## src/rtl/div_unit_pkg.sv

```systemverilog
// div_unit_pkg: shared definitions for the execute-stage divider.
//   - data widths (RegBus / DoubleRegBus)
//   - divider FSM state encoding (2-bit)
//   - handshake level constants
//   - neg_if(): conditional two's-complement negate used for sign handling
package div_unit_pkg;

  localparam int RegBus       = 32;
  localparam int DoubleRegBus = 64;

  typedef enum logic [1:0] {
    DivFree   = 2'b00,
    DivByZero = 2'b01,
    DivOn     = 2'b10,
    DivEnd    = 2'b11
  } div_state_e;

  localparam logic DivResultReady    = 1'b1;
  localparam logic DivResultNotReady = 1'b0;
  localparam logic DivStart          = 1'b1;
  localparam logic DivStop           = 1'b0;

  function automatic logic [RegBus-1:0] neg_if(input logic [RegBus-1:0] v,
                                               input logic              neg);
    return neg ? -v : v;
  endfunction

endpackage

```

## src/rtl/div_unit_if.sv

```systemverilog
// div_unit_if: request/response bundle between the execute stage and the divider.
//   master (execute stage): drives signed_div_i, opdata1_i, opdata2_i, start_i, annul_i;
//                           observes result_o {remainder, quotient} and ready_o.
//   slave  (divider)      : the mirror image.
interface div_unit_if;
  import div_unit_pkg::*;

  logic                    signed_div_i;
  logic [RegBus-1:0]       opdata1_i;
  logic [RegBus-1:0]       opdata2_i;
  logic                    start_i;
  logic                    annul_i;
  logic [DoubleRegBus-1:0] result_o;
  logic                    ready_o;

  modport master (
    output signed_div_i, opdata1_i, opdata2_i, start_i, annul_i,
    input  result_o, ready_o
  );

  modport slave (
    input  signed_div_i, opdata1_i, opdata2_i, start_i, annul_i,
    output result_o, ready_o
  );

endinterface

```

## src/rtl/div_unit.sv

```systemverilog
// div_unit: multi-cycle 32-bit DIV/DIVU, restoring division, one quotient bit per clock.
// Ports:
//   clk - rising-edge clock
//   rst - synchronous, active-high reset
//   bus - div_unit_if.slave: operands, start/annul in; result_o {rem, quot}, ready_o out
//
// state     | meaning
// ----------+-----------------------------------------------------------
// DivFree   | idle, outputs cleared, waiting for start_i
// DivByZero | divisor was zero; one dead cycle then DivEnd with zero result
// DivOn     | 32 shift/subtract iterations, then sign fix-up and result load
// DivEnd    | result presented while start_i is held; start_i low -> DivFree
module div_unit
  import div_unit_pkg::*;
(
  input  logic      clk,
  input  logic      rst,
  div_unit_if.slave bus
);

  div_state_e              state_q, state_d;
  logic [5:0]              cnt_q, cnt_d;
  logic [DoubleRegBus:0]   work_q, work_d;
  logic [RegBus-1:0]       divisor_q, divisor_d;
  logic                    neg1_q, neg1_d;
  logic                    neg2_q, neg2_d;
  logic [DoubleRegBus-1:0] result_q, result_d;
  logic                    ready_q, ready_d;

  logic [RegBus:0]         trial;
  logic [RegBus-1:0]       quot_fix;
  logic [RegBus-1:0]       rem_fix;

  // Partial remainder minus divisor; bit 32 set means the subtraction borrowed.
  assign trial = {1'b0, work_q[63:32]} - {1'b0, divisor_q};

  // neg1/neg2 are only ever set for signed divides, so no extra signed qualifier here.
  assign quot_fix = neg_if(work_q[31:0], neg1_q ^ neg2_q);
  assign rem_fix  = neg_if(work_q[64:33], neg1_q);

  always_comb begin
    state_d   = state_q;
    cnt_d     = cnt_q;
    work_d    = work_q;
    divisor_d = divisor_q;
    neg1_d    = neg1_q;
    neg2_d    = neg2_q;
    result_d  = result_q;
    ready_d   = ready_q;

    unique case (state_q)
      DivFree: begin
        ready_d  = DivResultNotReady;
        result_d = '0;
        if (bus.start_i == DivStart && !bus.annul_i) begin
          if (bus.opdata2_i == '0) begin
            state_d = DivByZero;
          end else begin
            state_d   = DivOn;
            cnt_d     = '0;
            neg1_d    = bus.signed_div_i & bus.opdata1_i[31];
            neg2_d    = bus.signed_div_i & bus.opdata2_i[31];
            work_d    = {32'b0, neg_if(bus.opdata1_i, bus.signed_div_i & bus.opdata1_i[31]), 1'b0};
            divisor_d = neg_if(bus.opdata2_i, bus.signed_div_i & bus.opdata2_i[31]);
          end
        end
      end

      DivByZero: begin
        state_d = DivEnd;
        work_d  = '0;
      end

      DivOn: begin
        if (bus.annul_i) begin
          state_d = DivFree;
          cnt_d   = '0;
          ready_d = DivResultNotReady;
        end else if (cnt_q != 6'd32) begin
          if (trial[32]) begin
            work_d = {work_q[63:0], 1'b0};
          end else begin
            work_d = {trial[31:0], work_q[31:0], 1'b1};
          end
          cnt_d = cnt_q + 6'd1;
        end else begin
          result_d = {rem_fix, quot_fix};
          ready_d  = DivResultReady;
          state_d  = DivEnd;
          cnt_d    = '0;
        end
      end

      DivEnd: begin
        if (bus.start_i == DivStart) begin
          // Result register already holds the answer (zero on the divide-by-zero
          // path); raising ready here is what completes that path.
          ready_d = DivResultReady;
        end else begin
          state_d  = DivFree;
          ready_d  = DivResultNotReady;
          result_d = '0;
        end
      end

      default: state_d = DivFree;
    endcase
  end

  always_ff @(posedge clk) begin
    if (rst) begin
      state_q   <= DivFree;
      cnt_q     <= '0;
      work_q    <= '0;
      divisor_q <= '0;
      neg1_q    <= 1'b0;
      neg2_q    <= 1'b0;
      result_q  <= '0;
      ready_q   <= DivResultNotReady;
    end else begin
      state_q   <= state_d;
      cnt_q     <= cnt_d;
      work_q    <= work_d;
      divisor_q <= divisor_d;
      neg1_q    <= neg1_d;
      neg2_q    <= neg2_d;
      result_q  <= result_d;
      ready_q   <= ready_d;
    end
  end

  assign bus.result_o = result_q;
  assign bus.ready_o  = ready_q;

endmodule

```

## src/flat_wrapper.sv

```systemverilog
// flat-port wrapper written by rule: the top's interface ports become plain ports
module div_unit_flat import div_unit_pkg::*;
  (clk, rst, bus_signed_div_i, bus_opdata1_i, bus_opdata2_i, bus_start_i, bus_annul_i, bus_result_o, bus_ready_o);
  div_unit_if bus_i ();
  input  logic clk;
  input  logic rst;
  input wire logic [$bits(bus_i.signed_div_i)-1:0] bus_signed_div_i;
  input wire logic [$bits(bus_i.opdata1_i)-1:0] bus_opdata1_i;
  input wire logic [$bits(bus_i.opdata2_i)-1:0] bus_opdata2_i;
  input wire logic [$bits(bus_i.start_i)-1:0] bus_start_i;
  input wire logic [$bits(bus_i.annul_i)-1:0] bus_annul_i;
  output wire logic [$bits(bus_i.result_o)-1:0] bus_result_o;
  output wire logic [$bits(bus_i.ready_o)-1:0] bus_ready_o;
  assign bus_i.signed_div_i = bus_signed_div_i;
  assign bus_i.opdata1_i = bus_opdata1_i;
  assign bus_i.opdata2_i = bus_opdata2_i;
  assign bus_i.start_i = bus_start_i;
  assign bus_i.annul_i = bus_annul_i;
  assign bus_result_o = bus_i.result_o;
  assign bus_ready_o = bus_i.ready_o;
  div_unit u_core (.clk(clk), .rst(rst), .bus(bus_i));
endmodule
```

## config.mk

```make
export PLATFORM = sky130hd
export DESIGN_NAME = div_unit_flat
export DESIGN_NICKNAME = d
export VERILOG_FILES = /design/src/rtl/div_unit_pkg.sv /design/src/rtl/div_unit_if.sv /design/src/rtl/div_unit.sv /design/src/flat_wrapper.sv
export SDC_FILE = /design/constraint.sdc
export NUM_CORES = 1
export LEC_CHECK = 0
export BUFFER_PORTS_ARGS = -buffer_cell sky130_fd_sc_hd__buf_2
export CAP_MARGIN = 10
export CORE_UTILIZATION = 54
export DETAILED_ROUTE_END_ITERATION = 7
export PLACE_DENSITY = 0.79
export SETUP_SLACK_MARGIN = 0.3
export SLEW_MARGIN = 20
export SYNTH_ARGS = -nofsm -noshare
export SYNTH_HDL_FRONTEND = slang
export SYNTH_SLANG_ARGS = --single-unit
```

## constraint.sdc

```tcl
create_clock -name clk -period 3.04 [get_ports clk]
set_input_delay 0.608 -clock clk [delete_from_list [all_inputs] [get_ports clk]]
set_output_delay 0.608 -clock clk [all_outputs]
set_load 0.005 [all_outputs]
```

==> results of run 1 <==
==> state kept, by name (all words and copies together), names as in the netlist <==
| signal | count |
|---|---|
| u_core.bus.result_o | 64 |
| u_core.work_q | 65 |
| u_core.neg1_q | 1 |
| u_core.cnt_q | 6 |
| u_core.neg2_q | 1 |
| u_core.bus.ready_o | 1 |
| u_core.state_q | 2 |
| u_core.divisor_q | 32 |
==> through the flow <==
step / hold slack [ps] / TNS [ps] / util / setup WS (ps)
final: 433 / -61.8 / 0.730 / -50.7
after global routing: 444 / -442 / 0.730 / -140
after CTS: 427 / 0 / 0.700 / 71.6
after detailed placement: 461 / -53.4 / 0.634 / -29.9
after global placement: 460 / 0 / 0.634 / 42.3
after floorplan: 451 / 0 / - / 169
==> worst min path at each step <==
stage	from	slack [ps]	endpoint	depth (start not counted)
6_report	bus_opdata2_i[1]	430	u_core.divisor_q[1]$_SDFFE_PP0P_	3
5_1_grt	bus_opdata2_i[1]	440	u_core.divisor_q[1]$_SDFFE_PP0P_	3
4_1_cts	bus_opdata2_i[1]	430	u_core.divisor_q[1]$_SDFFE_PP0P_	3
3_5_place_dp	u_core.bus.result_o[58]$_SDFFE_PP0P_	460	u_core.bus.result_o[58]$_SDFFE_PP0P_	1
3_3_place_gp	u_core.bus.result_o[29]$_SDFFE_PP0P_	460	u_core.bus.result_o[29]$_SDFFE_PP0P_	1
2_1_floorplan	u_core.work_q[64]$_SDFFE_PP0P_	450	u_core.work_q[64]$_SDFFE_PP0P_	2
==> routing by layer <==
layer	routed length, µm	global-route usage	vias up	share of wire
li1	-	-	5402	-
met1	15700	0.483	5535	0.43
met2	16100	0.477	723	0.44
met3	3920	0.0570	112	0.11
met4	1180	0.111	2	0.032
met5	9	0	-	0.00024
==> synth_stat cells (14+ instances only) <==
| cell type | n |
|---|---|
| nor3_1 | 36 |
| dfxtp_1 | 172 |
| inv_1 | 59 |
| nor4_1 | 16 |
| a211oi_1 | 41 |
| nand2b_1 | 18 |
| ha_1 | 43 |
| o41ai_1 | 14 |
| nand2_1 | 104 |
| clkbuf_1 | 86 |
| o21ai_0 | 80 |
| nand3_1 | 18 |
| nor2_1 | 185 |
| a21oi_1 | 88 |
| a22o_1 | 36 |
| a21o_1 | 14 |
| xnor2_1 | 82 |
| o31ai_1 | 17 |
| xor2_1 | 58 |
| a22oi_1 | 46 |
==> report_power, final <==
group	total [W]	internal [W]	switching, W
sequential	0.00298	0.00253	0.000445
clock	0.00233	0.00135	0.000984
combinational	0.00380	0.00150	0.00230
==> cells by family after synthesis <==
logic type	share of synthesized area
AND/OR/NAND/NOR	0.197
AO/OA/AOI/OAI	0.257
flip-flops	0.317
multiplexers	0.0103
XOR/XNOR	0.113
adder cells (fa/ha/maj)	0.0514
buffers and inverters	0.0536
==> worst reg2reg max path: stages (launching register included) <==
cell	delay, ps
dfxtp_2	360
or4_4	550
or3_4	430
or4_4	460
or3_4	390
or3_4	360
o31ai_4	190
xnor2_1	90
a22o_1	180
==> timing repair <==
| action | in CTS | in global routing |
|---|---|---|
| buffers inserted | 30 | 15 |
| gates resized for setup | 83 | 117 |
| cloned | 6 | 1 |
| pin swaps | 35 | 64 |
| endpoints found under the setup margin | 40 | 49 |
==> layout make-up <==
| type | instances | area, µm² |
|---|---|---|
| Sequential cell | 172 | 3470 |
| Clock inverter | 12 | 161 |
| Timing Repair Buffer | 283 | 2120 |
| Fill cell | 1420 | 5290 |
| Multi-Input combinational cell | 1061 | 7530 |
| Clock buffer | 20 | 457 |
| Tap cell | 265 | 332 |
| Inverter | 59 | 221 |
==> run summary, run 1 <==
CP most frequent cell: or3_4
Req. time, crit path: 3380 ps
non-filler instance count after layout: 1872
Vias per Instance: 6.29
Yosys top cell by area: dfxtp_1
root buf cell: clkbuf_16
core region area: 19600 µm²
DRC Markers: 2
post-synth cell types: 62
dpl cells: 1788
gr usage total: 0.328
grt total ovfl: 0
flop2flop setup slack: -50 ps
Cell Area, Placed: 12400 µm²
Clk pin slew, worst setup/hold paths: 70 ps
total die area: 20700 µm²
worst path buffer plus inverter count: 0
fin area: 14300 µm²
worst r2r src: u_core.work_q[44]$_SDFFE_PP0P_
Crit path depth: 8
synth warn: 0
CP Capture Type: register
Async SR Flop Fraction: 0
clk buf depth: 2
drt pass-1 iters: 8
fmax: 0.324 GHz
layout cell share with drive strength beyond 1: 0.281
Chip Width: 144 µm
initial antenna violation count: 1
EDFF count, synth: 0
Via Count: 11800
Ant. Diodes: 0
slowest stage cell, crit path: or4_4
Net Count, Synth: 1498
CTS tree: done
Area growth syn-to-layout: 31.6%
post-layout worst setup margin: -50.7 ps
Synth top area share: 0.317
Hold Fails Final Rpt: 0
Main synth FF type: dfxtp_1
Final setup viols: 2
Fin Clk Skew: 12.8 ps
most frequent cells in the layout: 180 x nor2_1, 156 x dfxtp_1, 132 x buf_2
routed len/inst: 19.7 µm
number of max-cap violations: 0
most common cell after layout, fill and taps aside: nor2_1
max-slew violations: 0
CP Launch Point: u_core.work_q[44]$_SDFFE_PP0P_
fin crit share: 1.02
vias in the first global route: 10200
first-pass GRT wire length: 53100 µm
relative slew slack: 0.494
Synth Cell Area: 10900 µm²
hold buffer count at cts: 0
mean area per synthesized cell: 7.84 µm²
Final GP Congestion: 0.965
Post-Route WL: 36900 µm
clock sink count: 172
Worst setup SP type: register
CP Class: reg2reg
post-synthesis sequential area ratio: 0.317
Cell Chain, Critical Path: or4_4 > or3_4 > or4_4 > or3_4 > or3_4 > o31ai_4 > xnor2_1 > a22o_1
drt initial violations: 1358
worst setup path endpoint: u_core.bus.result_o[59]$_SDFFE_PP0P_
cells after synthesis: 1385
CTS Buf Count: 17
CP delay by family, top: simple AND/OR/NAND/NOR gates
Power per Cell Area: 637 nW/µm²
H-tree level count: 4
worst hold path type: in2reg
largest net degree at the start of global routing: 87
Initial Utilization: 0.554
Reg2Reg Capture Point: u_core.bus.result_o[59]$_SDFFE_PP0P_
failing checks: design-rule violations, negative setup slack
flops & latches, synth: 172
num rows: 51
max incr delay on CP: 550 ps
LEAKAGE: 6.13 nW
clk_lat worst skew: 450 ps
post-layout minimum cycle time: 3090 ps
status: complete, but fails checks
Tot Pwr: 0.00911 W
worst slew pin tran: 753 ps
post-route antenna net violation count: 0
PortBufs: 133
num ports: 134
die height: 144 µm
worst reg-to-reg path cell count: 8
post-DP HPWL: 23100 µm
top post-synthesis cells by area: dfxtp_1 32%, xnor2_1 6.6%, nor2_1 6.4%, ha_1 5.0%, xor2_1 4.7%
Worst Path Max Fanout: 3
WP data arrival: 3430 ps
worst vdd ir: 0.390 mV
RSZ-0062 raised after global routing: true
Final nets: 1707
Power figures use the tool's default switching activity.
==> run 2: changes to the inputs <==
--- a/config.mk
+++ b/config.mk
@@ -9,6 +9,8 @@
 export CAP_MARGIN = 10
 export CORE_UTILIZATION = 54
 export DETAILED_ROUTE_END_ITERATION = 7
+export GPL_ROUTABILITY_DRIVEN = 1
+export MAX_ROUTING_LAYER = met4
 export PLACE_DENSITY = 0.79
 export SETUP_SLACK_MARGIN = 0.3
 export SLEW_MARGIN = 20
==> run 2 against run 1 <==
The flow finishes with violations (negative setup slack); sequential power barely moved; first-iteration DRC count down 8.8%; die area stayed put; combinational power down 4%; worst setup slack better by 23 ps; clock skew decreased by 2.8 ps; cell area shrank 2.4%; via count shrank 3.0%; sequential cell count stayed put; register-to-register slack improved by 20 ps.
==> run summary, run 2 (same netlist as run 1, synthesis figures left out) <==
final setup TNS: -27.5 ps (+34.3 ps)
core region area: 19600 µm² (unchanged)
Final GP Congestion: 0.981 (+1.7%)
worst slew pin tran: 705 ps (-48.6 ps)
clock power share: 0.255 (about the same)
worst hold path type: in2reg
first-pass GRT wire length: 52400 µm (-1.3%)
routed len/inst: 19.1 µm (-3.1%)
failing checks: negative setup slack
Initial Utilization: 0.554 (unchanged)
layout cell share with drive strength beyond 1: 0.259 (-0.0225)
hold buffer count at cts: 0 (unchanged)
worst vdd ir: 0.392 mV (+0.40%)
Chip Width: 144 µm (unchanged)
Req. time, crit path: 3370 ps (about the same)
Fin Clk Skew: 10.0 ps (-2.78 ps)
clk buf depth: 2 (unchanged)
dpl cells: 1792 (+0.22%)
grt total ovfl: 0 (unchanged)
num ports: 134 (unchanged)
total internal power: 0.00523 W (-2.8%)
drt pass-1 iters: 6 (-2)
most common cell after layout, fill and taps aside: nor2_1
Worst setup SP type: register
Final setup viols: 1 (-1)
most frequent cells in the layout: 183 x nor2_1, 165 x dfxtp_1, 132 x buf_2
total die area: 20700 µm² (unchanged)
root buf cell: clkbuf_16
fillers: 1503 (+5.8%)
Post-Route WL: 35400 µm (-4.1%)
post-layout worst setup margin: -27.5 ps (+23.1 ps)
H-tree level count: 4 (unchanged)
relative slew slack: 0.530 (+0.0355)
Largest register FFs: 65 (unchanged)
Vias per Instance: 6.16 (-2.1%)
Ant. Diodes: 0 (unchanged)
clk_lat worst skew: 450 ps (about the same)
initial antenna violation count: 0 (-1)
DRC Markers: 0 (-2)
register name with the most flops: u_core.work_q
Final Util: 0.712 (-0.0176)
Clk pin slew, worst setup/hold paths: 70 ps (about the same)
CTS tree: done
CP Class: reg2reg
clock sink count: 172 (unchanged)
status: complete, but fails checks
Gate power share: 0.412 (-0.005)
CP Capture Type: register
gr usage total: 0.335 (+0.00696)
Area growth syn-to-layout: 28.5%
post-route antenna net violation count: 0 (unchanged)
fin crit share: 1.01 (-0.00761)
PortBufs: 133 (unchanged)
WP data arrival: 3400 ps (-30 ps)
num rows: 51 (unchanged)
max-slew violations: 0 (unchanged)
number of max-cap violations: 0 (unchanged)
post-layout minimum cycle time: 3070 ps (-23.1 ps)
largest net degree at the start of global routing: 56 (-36%)
die height: 144 µm (unchanged)
Worst Path Max Fanout: 6 (+3)
Sw Share: 0.410 (+0.000526)
drt initial violations: 1239 (-8.8%)
RSZ-0062 raised after global routing: true
Sequential Power Share: 0.333 (+0.006)
Via Count: 11400 (-3.0%)
CTS Buf Count: 17 (unchanged)
LEAKAGE: 5.97 nW (-2.7%)
fmax: 0.326 GHz (+0.75%)
Power per Cell Area: 636 nW/µm² (-0.27%)
vias in the first global route: 10000 (-1.8%)
post-DP HPWL: 23100 µm (+0.15%)
non-filler instance count after layout: 1853 (-1.0%)
Final nets: 1688 (-1.1%)
Sw Pwr: 0.00364 W (-2.6%)
Hold Fails Final Rpt: 0 (unchanged)
## run 2: cell types whose count changed in the layout (fill, tap and decap cells not counted), sizes merged
cell and delta:
bufinv -1, inv +3, buf -19, clkinv +2
clkbuf -2, clkinvlp -2
## run 2: metrics by stage
stage	total power, W	hold slack (ps)	instance area, µm²	setup WS (ps)
global route	0.00932	451	14000	-128
floorplan	0.00518	451	11000	169
finish	0.00887	424	14000	-27.5
detailed placement	0.00617	459	12400	-69.2
global placement	0.00611	460	12400	18.1
CTS	0.00853	429	13600	41.7
## run 2: critical path, stage by stage (launching register included)
cell and delay [ps]:
dfxtp_1 550, ha_1 310, a21oi_1 120, o211ai_1 330
a32o_2 260, o211ai_1 130, o311a_1 400, o41ai_2 350
buf_4 180, mux2i_2 230, nand2_1 100
## run 2: worst paths after layout
path	start	end	slack, ps	depth (start not counted)
max	u_core.work_q[37]$_SDFFE_PP0P_	u_core.work_q[64]$_SDFFE_PP0P_	-30	10
min	bus_opdata2_i[1]	u_core.divisor_q[1]$_SDFFE_PP0P_	420	3
max reg2reg	u_core.work_q[37]$_SDFFE_PP0P_	u_core.work_q[64]$_SDFFE_PP0P_	-30	10
min reg2reg	u_core.bus.result_o[55]$_SDFFE_PP0P_	u_core.bus.result_o[55]$_SDFFE_PP0P_	480	1
## run 2: area by class of cell
type | count | area, µm² | area share
clock buffer | 18 | 439 | 0.0315
clock inverter | 14 | 159 | 0.0114
inverter | 59 | 221 | 0.0159
multi-input combinational | 1061 | 7460 | 0.535
sequential | 172 | 3450 | 0.248
tap | 265 | 332 | 0.0238
timing repair buffer | 264 | 1890 | 0.135
## run 2: power by group through the flow
| stage | combinational [W] | clock, W | sequential [W] |
|---|---|---|---|
| after floorplan | 0.00239 | 0 | 0.00279 |
| after global placement | 0.00317 | 0 | 0.00294 |
| after detailed placement | 0.00321 | 0 | 0.00296 |
| after CTS | 0.00339 | 0.00223 | 0.00291 |
| after global routing | 0.00399 | 0.00236 | 0.00297 |
| final | 0.00366 | 0.00226 | 0.00295 |
## run 2: routing by layer
metal	wire, µm	GRT usage
met5	0	-
met2	15200	0.478
met4	1030	0.102
met3	3470	0.0540
met1	15700	0.480
## run 2: repair_timing
item,CTS,global route
setup endpoints to repair,40,43
setup buffers,17,5
pin swaps,26,40
gates cloned,6,1
endpoints found under the hold margin,0,0
gates resized for setup,73,78
==> run 3: changes to the inputs <==
--- a/config.mk
+++ b/config.mk
@@ -7,11 +7,11 @@
 export LEC_CHECK = 0
 export BUFFER_PORTS_ARGS = -buffer_cell sky130_fd_sc_hd__buf_2
 export CAP_MARGIN = 10
-export CORE_UTILIZATION = 54
+export CORE_UTILIZATION = 60
 export DETAILED_ROUTE_END_ITERATION = 7
 export GPL_ROUTABILITY_DRIVEN = 1
 export MAX_ROUTING_LAYER = met4
-export PLACE_DENSITY = 0.79
+export PLACE_DENSITY = 0.83
 export SETUP_SLACK_MARGIN = 0.3
 export SLEW_MARGIN = 20
 export SYNTH_ARGS = -nofsm -noshare
==> constraint.sdc (replaced) <==
create_clock -name clk -period 3.6 [get_ports clk]
set_input_delay 0.72 -clock clk [delete_from_list [all_inputs] [get_ports clk]]
set_output_delay 0.72 -clock clk [all_outputs]
set_load 0.005 [all_outputs]
==> run 3 against run 2 <==
The run now ends clean; total power shrank 21%; via count shrank 8.4%; worst setup slack gained 460 ps; die area shrank 9.9%; non-clock buffer count shrank 98; register-to-register slack gained 460 ps; wire length shrank 19%; highest routed layer unchanged; sequential cell count is the same; cell count shrank 7.4%; sequential share of layout area grew 2.9 points; first-iteration DRC count shrank 37%.
==> run summary, run 3 (same netlist as run 1, synthesis figures left out) <==
status: completed
Sw Pwr: 0.00291 W (-20%)
worst slack, placed: 220 ps (+289 ps)
dpl cells: 1682 (-6.1%)
DRC Markers: 0 (unchanged)
Area growth syn-to-layout: 14.9%
clock power share: 0.263 (+0.008)
RSZ-0062 raised after global routing: false
grt total ovfl: 0 (unchanged)
first-pass GRT wire length: 46000 µm (-12%)
initial antenna violation count: 0 (unchanged)
most frequent cells in the layout: 185 x nor2_1, 170 x dfxtp_1, 132 x buf_2
H-tree level count: 4 (unchanged)
Worst setup SP type: register
drt initial violations: 777 (-37%)
CTS Buf Count: 17 (unchanged)
Largest register FFs: 65 (unchanged)
total die area: 18600 µm² (-9.9%)
clock sink count: 172 (unchanged)
Power per Cell Area: 559 nW/µm² (-12%)
total internal power: 0.00407 W (-22%)
largest net degree at the start of global routing: 72 (+29%)
fin crit share: 0.880 (-0.129)
die height: 137 µm (-5.1%)
Via Count: 10500 (-8.4%)
Final GP Congestion: 0.976 (-0.54%)
num rows: 48 (-5.9%)
number of max-cap violations: 0 (unchanged)
Final nets: 1590 (-5.8%)
PortBufs: 133 (unchanged)
CTS tree: done
CP Class: reg2reg
Vias per Instance: 6.09 (-1.1%)
clk buf depth: 2 (unchanged)
Req. time, crit path: 3930 ps (+560 ps)
post-layout worst setup margin: 433 ps (+461 ps)
relative slew slack: 0.494 (-0.0353)
Worst Path Max Fanout: 7 (+1)
drt pass-1 iters: 5 (-1)
root buf cell: clkbuf_16
CP Capture Type: register
Final setup viols: 0 (-1)
layout cell share with drive strength beyond 1: 0.160 (-0.0984)
fillers: 1381 (-8.1%)
Ant. Diodes: 0 (unchanged)
Gate power share: 0.382 (-0.030)
hold buffer count at cts: 0 (unchanged)
post-layout minimum cycle time: 3170 ps (+99.1 ps)
routed len/inst: 16.7 µm (-12%)
register name with the most flops: u_core.work_q
core region area: 17500 µm² (-11%)
LEAKAGE: 5.23 nW (-12%)
Sw Share: 0.417 (+0.00671)
Hold Fails Final Rpt: 0 (unchanged)
Initial Utilization: 0.621 (+0.0670)
Chip Width: 137 µm (-5.1%)
worst hold path type: reg2reg
worst vdd ir: 0.403 mV (+2.9%)
WP data arrival: 3500 ps (+100 ps)
Clk pin slew, worst setup/hold paths: 70 ps (about the same)
fmax: 0.316 GHz (-3.1%)
Sequential Power Share: 0.354 (+0.021)
non-filler instance count after layout: 1715 (-7.4%)
vias in the first global route: 9117 (-8.9%)
Fin Clk Skew: 9.06 ps (-0.943 ps)
num ports: 134 (unchanged)
most common cell after layout, fill and taps aside: nor2_1
post-route antenna net violation count: 0 (unchanged)
Post-Route WL: 28700 µm (-19%)
clk_lat worst skew: 430 ps (-20 ps)
worst slew pin tran: 757 ps (+52.9 ps)
post-DP HPWL: 21100 µm (-8.7%)
Tot Pwr: 0.00698 W (-21%)
max-slew violations: 0 (unchanged)
gr usage total: 0.320 (-0.0151)
final setup TNS: 0 ps (+27.5 ps)
Final Util: 0.714 (+0.00157)
[run 3: changes by cell type in the layout (fill, tap and decap cells not counted), sizes merged]
cell	change
clkinvlp	+3
inv	+1
bufinv	-2
clkinv	-1
buf	-97
clkbuf	-2
[run 3: final timing paths]
kind,start,endpoint,slack (ps),cells past startpoint
worst max-delay path,u_core.work_q[44]$_SDFFE_PP0P_,u_core.bus.result_o[59]$_SDFFE_PP0P_,430,8
worst min register to register,u_core.bus.result_o[57]$_SDFFE_PP0P_,u_core.bus.result_o[57]$_SDFFE_PP0P_,480,1
worst min-delay path,u_core.bus.result_o[57]$_SDFFE_PP0P_,u_core.bus.result_o[57]$_SDFFE_PP0P_,480,1
worst max register to register,u_core.work_q[44]$_SDFFE_PP0P_,u_core.bus.result_o[59]$_SDFFE_PP0P_,430,8
[run 3: power by group through the flow]
stage               registers, W  clock network (W)  logic, W
floorplan                0.00235                  0   0.00199
global placement         0.00248                  0   0.00251
detailed placement       0.00250                  0   0.00256
CTS                      0.00245            0.00186   0.00258
global route             0.00250            0.00194   0.00295
finish                   0.00247            0.00184   0.00267
[run 3: final cells by class]
cell class	count	area [µm²]	share of cell area
tap	225	282	0.0226
timing repair buffer	166	966	0.0774
multi-input combinational	1061	6960	0.558
inverter	59	221	0.0178
sequential	172	3450	0.276
clock buffer	17	425	0.0341
clock inverter	15	175	0.0140
[run 3: per-layer routing]
layer / routed length (µm) / part of all wire / global-route usage / vias up
li1: - / - / - / 5172
met1: 13800 / 0.48 / 0.472 / 4784
met2: 11900 / 0.41 / 0.440 / 460
met3: 2570 / 0.089 / 0.0596 / 36
met4: 451 / 0.016 / 0.0870 / 0
met5: 0 / 0 / - / -
[run 3: what timing repair did]
action,in CTS,in global routing
endpoints found under the setup margin,0,31
gates resized for setup,0,19
buffers inserted,0,1
[run 3: per-stage QoR]
step | cell area, µm² | hold WS [ps]
finish | 12500 | 477
global route | 12500 | 496
CTS | 12400 | 480
detailed placement | 11800 | 459
global placement | 11800 | 461
floorplan | 10900 | 452
[run 3: critical path, cell delays in order, from the launching register on]
cell	delay [ps]
dfxtp_1	430
or4_4	580
or3_4	400
or4_4	430
or3_4	410
or3_4	360
o31ai_4	180
xnor2_1	100
a22o_1	180
